### src/rtl/inst_fetch_mem.sv
`default_nettype none
// +-----------------------------------------------------------------------+
// | inst_fetch_mem: word-addressed instruction store with one-cycle fetch  |
// | response, valid/ready handshake and program-load write port.           |
// | Revision: 1.0                                                          |
// +-----------------------------------------------------------------------+
module inst_fetch_mem #(
    parameter int                DATA_W   = 32,
    parameter int                DEPTH    = 64,
    parameter int                ADDR_W   = 64,
    parameter logic [DATA_W-1:0] NOP_INSN = DATA_W'(32'h00000013)
) (
    input  logic                     clk,
    input  logic                     rst,
    input  logic                     req_valid,
    input  logic [ADDR_W-1:0]        req_addr,
    output logic                     req_ready,
    output logic                     resp_valid,
    input  logic                     resp_ready,
    output logic [DATA_W-1:0]        resp_data,
    output logic                     resp_err,
    input  logic                     ld_en,
    input  logic [$clog2(DEPTH)-1:0] ld_idx,
    input  logic [DATA_W-1:0]        ld_data,
    output logic [15:0]              fetch_cnt
);

    localparam int         c_IDX_W = $clog2(DEPTH);
    localparam logic [0:0] c_IDLE  = 1'b0;
    localparam logic [0:0] c_RESP  = 1'b1;

    logic [DATA_W-1:0]  r_mem [DEPTH];
    logic [0:0]         r_state;
    logic [0:0]         w_state_next;
    logic [DATA_W-1:0]  r_data;
    logic               r_err;
    logic [15:0]        r_cnt;
    logic               w_accept;
    logic               w_misalign;
    logic               w_oor;
    logic               w_fault;
    logic [c_IDX_W-1:0] w_idx;

    assign w_misalign = |req_addr[1:0];
    // Any set bit above the word-index field means the address is past the store.
    assign w_oor      = |(req_addr >> (c_IDX_W + 2));
    assign w_fault    = w_misalign | w_oor;
    assign w_idx      = req_addr[c_IDX_W+1:2];

    assign req_ready  = (r_state == c_IDLE) | resp_ready;
    assign w_accept   = req_valid & req_ready;
    assign resp_valid = (r_state == c_RESP);
    assign resp_data  = r_data;
    assign resp_err   = r_err;
    assign fetch_cnt  = r_cnt;

    // Storage is intentionally outside the reset domain so programs survive rst.
    always_ff @(posedge clk) begin
        if (ld_en) begin
            r_mem[ld_idx] <= ld_data;
        end
    end

    always_comb begin
        w_state_next = r_state;
        case (r_state)
            c_IDLE:  if (w_accept) w_state_next = c_RESP;
            c_RESP:  if (resp_ready && !w_accept) w_state_next = c_IDLE;
            default: w_state_next = c_IDLE;
        endcase
    end

    always_ff @(posedge clk or posedge rst) begin
        if (rst) begin
            r_state <= c_IDLE;
            r_data  <= '0;
            r_err   <= 1'b0;
            r_cnt   <= '0;
        end else begin
            r_state <= w_state_next;
            if (w_accept) begin
                // Non-blocking read sees the pre-load word on a same-cycle load.
                r_err  <= w_fault;
                r_data <= w_fault ? NOP_INSN : r_mem[w_idx];
                if (r_cnt != 16'hFFFF) begin
                    r_cnt <= r_cnt + 16'd1;
                end
            end
        end
    end

endmodule
`default_nettype wire
### config.mk
export PLATFORM = sky130hd
export DESIGN_NAME = inst_fetch_mem
export DESIGN_NICKNAME = d
export VERILOG_FILES = /design/src/rtl/inst_fetch_mem.sv
export SDC_FILE = /design/constraint.sdc
export NUM_CORES = 2
export LEC_CHECK = 0
export ABC_AREA = 1
export CAP_MARGIN = 20
export CORE_MARGIN = 2
export CORE_UTILIZATION = 61
export CTS_CLUSTER_DIAMETER = 120
export DETAILED_ROUTE_END_ITERATION = 7
export HOLD_SLACK_MARGIN = 0.02
export PLACE_DENSITY = 0.78
export SLEW_MARGIN = 40
export SYNTH_ARGS = -nofsm -noshare
export SYNTH_HDL_FRONTEND = slang
export SYNTH_SLANG_ARGS = --single-unit
### constraint.sdc
create_clock -name clk -period 4.8 [get_ports clk]
set_clock_uncertainty 0.2 [all_clocks]
set_input_delay 0.48 -clock clk [delete_from_list [all_inputs] [get_ports clk]]
set_output_delay 0.48 -clock clk [all_outputs]
set_load 0.005 [all_outputs]
# == Word-level counts from Yosys, hierarchy flattened ==
# Memories as Yosys holds them, arrays and structs flattened.
# Index checks and enable logic that the tools add are counted.
# word_totals
reg_bits,50
ram_bits,2048
out_inout_bits,51
wordCells,22
mem_count,1
# classes
n_addsub,1
eq_ne,1
muxes,6
bitwise,4
reduce_logical,5
# memory_table
name,words,width,rd,rd_clocked_by_memory_dff,write_ports,line,text
r_mem,64,32,1,0,1,32,logic [DATA_W-1:0] r_mem [DEPTH];
# ops
cell,count
OR reduction 56 bit,1
two-way mux 32 bit,1
adder 16 x 1 -> 16 bit (second input constant),1
inequality test 16 bit (second input constant),1
two-way mux 1 bit,4
bitwise OR 1 bit,2
case mux 1 bit (2 select lines),1
AND reduction 2 bit,1
OR reduction 2 bit,1
AND 1 bit,1
logical AND 1 bit,1
logical NOT 1 bit,1
NOT 1 bit,1

# == Longest topological paths before layout ==
# depth
ltp_word,7
mapped_depth,16
mapped_depth_nobuf,13

# == Least setup slack after synthesis ==
# OpenSTA, ideal clock, no wires.
# synth_path
path_type,in2reg
start,input port ld_en
end,memory r_mem[48][0] (enable)
setup_time_ns,0.502
arrival_time_ns,4.108
t_required_ns,4.098
path_slack_ns,-0.010
cell_stages,3
n_path_buf,1
cell_sequence,clkbuf_1 -> nand4_1 -> nor4_1
# synth_between
elab_chain_cells,2
# synth_lines
element,line,text
"start, declared",22,"input logic ld_en,"
two-way mux 1 bit,59,if (ld_en) begin
two-way mux 1 bit (not written as such),60,r_mem[ld_idx] <= ld_data;
"end, declared",32,
# Every way passes these cells.

# == Final worst setup path ==
# layout_path
start,input port ld_idx[4]
end,memory r_mem[32][21] (enable)
# layout_lines
element,line,text
"start, declared",23,"input logic [$clog2(DEPTH)-1:0] ld_idx,"
# Straight into the memory's write port.

==> flow_summary.json <==
{
  "grt_use_met1": 0.433,
  "final_nets": 7293,
  "status": "complete, no violations",
  "wl_per_cell_um": 25.4,
  "insertion_delay_ns": 0.85,
  "yosys_warnings": 0,
  "cp_data_required_time_ns": 5.11,
  "power.total_mw": 37.7,
  "synth_most_common_cell": "nand2_1",
  "max_freq_mhz": 361,
  "yosys.area.top_type": "edfxtp_1",
  "cts_tree": "done",
  "clockBufferDepth": 3,
  "synth_top_area_share": 0.723,
  "die_x_um": 377,
  "max_stage_delay_ns": 0.80,
  "postCtsHoldBufs": 10,
  "cts_buffers": 200,
  "cp-end-kind": "flip-flop",
  "grt_pass1_wl_um": 344000,
  "relSlewSlack": 0.428,
  "viasPerCell": 6.38,
  "crit_path_top_delay_cell": "nor2_4",
  "ys_types": 27,
  "setup_viol": 0,
  "holdWs_ns": 0.0796,
  "ioPinCount": 158,
  "leakage_nw": 33.9,
  "first_global_vias": 56300,
  "cp-startpoint": "ld_idx[4]",
  "antenna_found_initial": 9,
  "cts_setup_buffers": 0,
  "finalCritPeriodShare": 0.577,
  "ir_drop_v": 0.000404,
  "rsz0062_at_grt": "no",
  "hold_path_startpoint": "req_valid",
  "drive_gt1_frac": 0.0838,
  "worst-r2r-cell-count": 9,
  "crit_buf_inv": 3,
  "cp.arrival_ns": 3.08,
  "drt_pass1_iterations": 7,
  "cts_resized": 0,
  "r2r_end": "fetch_cnt[14]$_DFFE_PP0P_",
  "maxCapViolCount": 0,
  "root_buffer": "clkbuf_16",
  "synth_common_cells": "nand2_1, edfxtp_1, nand3_1",
  "port_buffers": 157,
  "hold_viol": 0,
  "core_um2": 138000,
  "cpLargestDelayFamily": "simple AND/OR/NAND/NOR gates",
  "grt-busiest-layer": "met2",
  "rows": 136,
  "gr-usage-met2": 0.515,
  "grt_overflow": 0,
  "critPathKind": "input port to flip-flop",
  "crit_cells": 5,
  "wl_um": 233000,
  "synth-edff-count": 2048,
  "clock_sinks": 2098,
  "worstPathMaxFanout": 18,
  "r2r_start": "resp_valid$_DFF_PP0_",
  "vias": 58300,
  "synth_fp_nets": 7196,
  "tightest_slew_ns": 0.856,
  "hold_path_depth": 3,
  "die_h_um": 377,
  "hold_path_class": "input port to flip-flop",
  "syn_area_per_cell_um2": 12.0,
  "synth_area_um2": 85000,
  "synth_seq_cells": 2098,
  "synthArstFlopShare": 0.0238,
  "critPathLaunchType": "input port",
  "htreeDepth": 4,
  "ant_nets": 0,
  "finalCriticalPeriod_ns": 2.77,
  "ff2ff_setup_slack_ns": 2.12,
  "use_met3": 0.0655,
  "path_clk_slew_ns": 0.06,
  "syn-instance-count": 7088,
  "maxSlewViolCount": 0,
  "hpwl_um": 123000,
  "grt_max_degree": 165,
  "synth_flop_cell": "edfxtp_1",
  "track_usage": 0.325,
  "hold_end": "resp_valid$_DFF_PP0_",
  "area_growth_pct": 11.8,
  "finalWeightedCongestion": 0.917,
  "drtIter0Drc": 9317,
  "fp.dieArea_um2": 142000,
  "ys_top_cells_by_area": "edfxtp_1, nand3_1, nand2_1",
  "initial_core_util": 0.617,
  "fin_util": 0.690,
  "drc": 0,
  "powerDensity_nw_per_um2": 397,
  "ys_seq_area_frac": 0.738,
  "crit_chain": "clkdlybuf4s50_1 -> inv_1 -> nand3_1 -> nor2_4 -> buf_4"
}
==> registers in the layout, indices dropped and copies added, names as in the netlist <==
register,cells
resp_valid,1
fetch_cnt,16
resp_err,1
resp_data,32
r_mem,2048
==> per-layer routing <==
layer | part of all wire | wire, µm
met3 | 0.13 | 29200
met2 | 0.47 | 109000
met4 | 0.053 | 12300
met5 | 0.000082 | 19
met1 | 0.35 | 82500
==> worst reg2reg max path, cell delays in order (launching register included) <==
cell and delay [ns]:
dfrtp_1 0.38, nand2_1 0.14, nand2_4 0.39, inv_1 0.49, nand2_1 0.28, inv_1 0.17, nand2_1 0.12, nor2_1 0.17
nand2_1 0.09, xnor2_1 0.13
==> how the worst max path moves through the flow <==
stage                                            to  slack [ns]
final                       r_mem[32][21]$_DFFE_PP_        2.03
after global routing      fetch_cnt[14]$_DFFE_PP0P_        1.98
after CTS                              resp_data[7]        2.07
after detailed placement    r_mem[45][22]$_DFFE_PP_        1.22
after global placement    resp_data[29]$_DFFE_PP0P_        1.17
after floorplan              r_mem[48][0]$_DFFE_PP_       -0.01
==> cell families (layout without fill, tap and decap cells) <==
kind of cell | count (synthesis) | after routing | synth area share
and+or+nand+nor | 4198 | 4198 | 0.215
DFF | 2098 | 2098 | 0.738
buffers and inverters | 637 | 900 | 0.0364
AOI/OAI and AO/OA | 139 | 139 | 0.00890
xor gates and xnor gates | 15 | 15 | 0.00155
adders and majority gates | 1 | 1 | 0.000147
other | 0 | 2 | 0
==> cells in the final DEF (no fill, tap or decap), types with 10 or more instances in the layout <==
cell	instances
dfrtp_1	50
clkdlybuf4s50_1	119
buf_12	34
clkbuf_16	206
or2_2	27
nand2_1	2128
clkbuf_8	14
clkbuf_1	45
clkinv_1	39
nor2_1	65
o21ai_0	113
inv_1	175
edfxtp_1	2048
dlygate4sd3_1	10
nand4_1	18
nand3_1	1873
o21ai_1	10
clkinv_2	40
nor4_1	15
buf_4	150
nor2_4	57
buf_2	26
==> power breakdown <==
| group | leakage [nW] | switching, mW | internal, mW |
|---|---|---|---|
| sequential | 19.1 | 0.0670 | 20.2 |
| combinational | 11.8 | 1.73 | 0.631 |
| clock | 3.05 | 6.69 | 8.38 |
==> layout make-up <==
| class | count | area (µm²) |
|---|---|---|
| Antenna cell | 2 | 5.00 |
| Clock buffer | 265 | 5520 |
| Clock inverter | 103 | 708 |
| Fill cell | 9012 | 42800 |
| Inverter | 182 | 713 |
| Multi-Input combinational cell | 4353 | 19700 |
| Sequential cell | 2098 | 62800 |
| Tap cell | 1794 | 2240 |
| Timing Repair Buffer | 350 | 3420 |
==> stage by stage <==
step	setup WS (ns)	instance area [µm²]	instances	setup TNS, ns
2_1_floorplan	-0.00998	85000	7088	-2.56
3_3_place_gp	1.17	88500	8761	0
3_5_place_dp	1.22	88700	8767	0
4_1_cts	2.07	95000	9145	0
5_1_grt	1.98	95000	9147	0
6_report	2.03	95000	9147	0
Note: power is estimated with default switching activity, not from simulation.
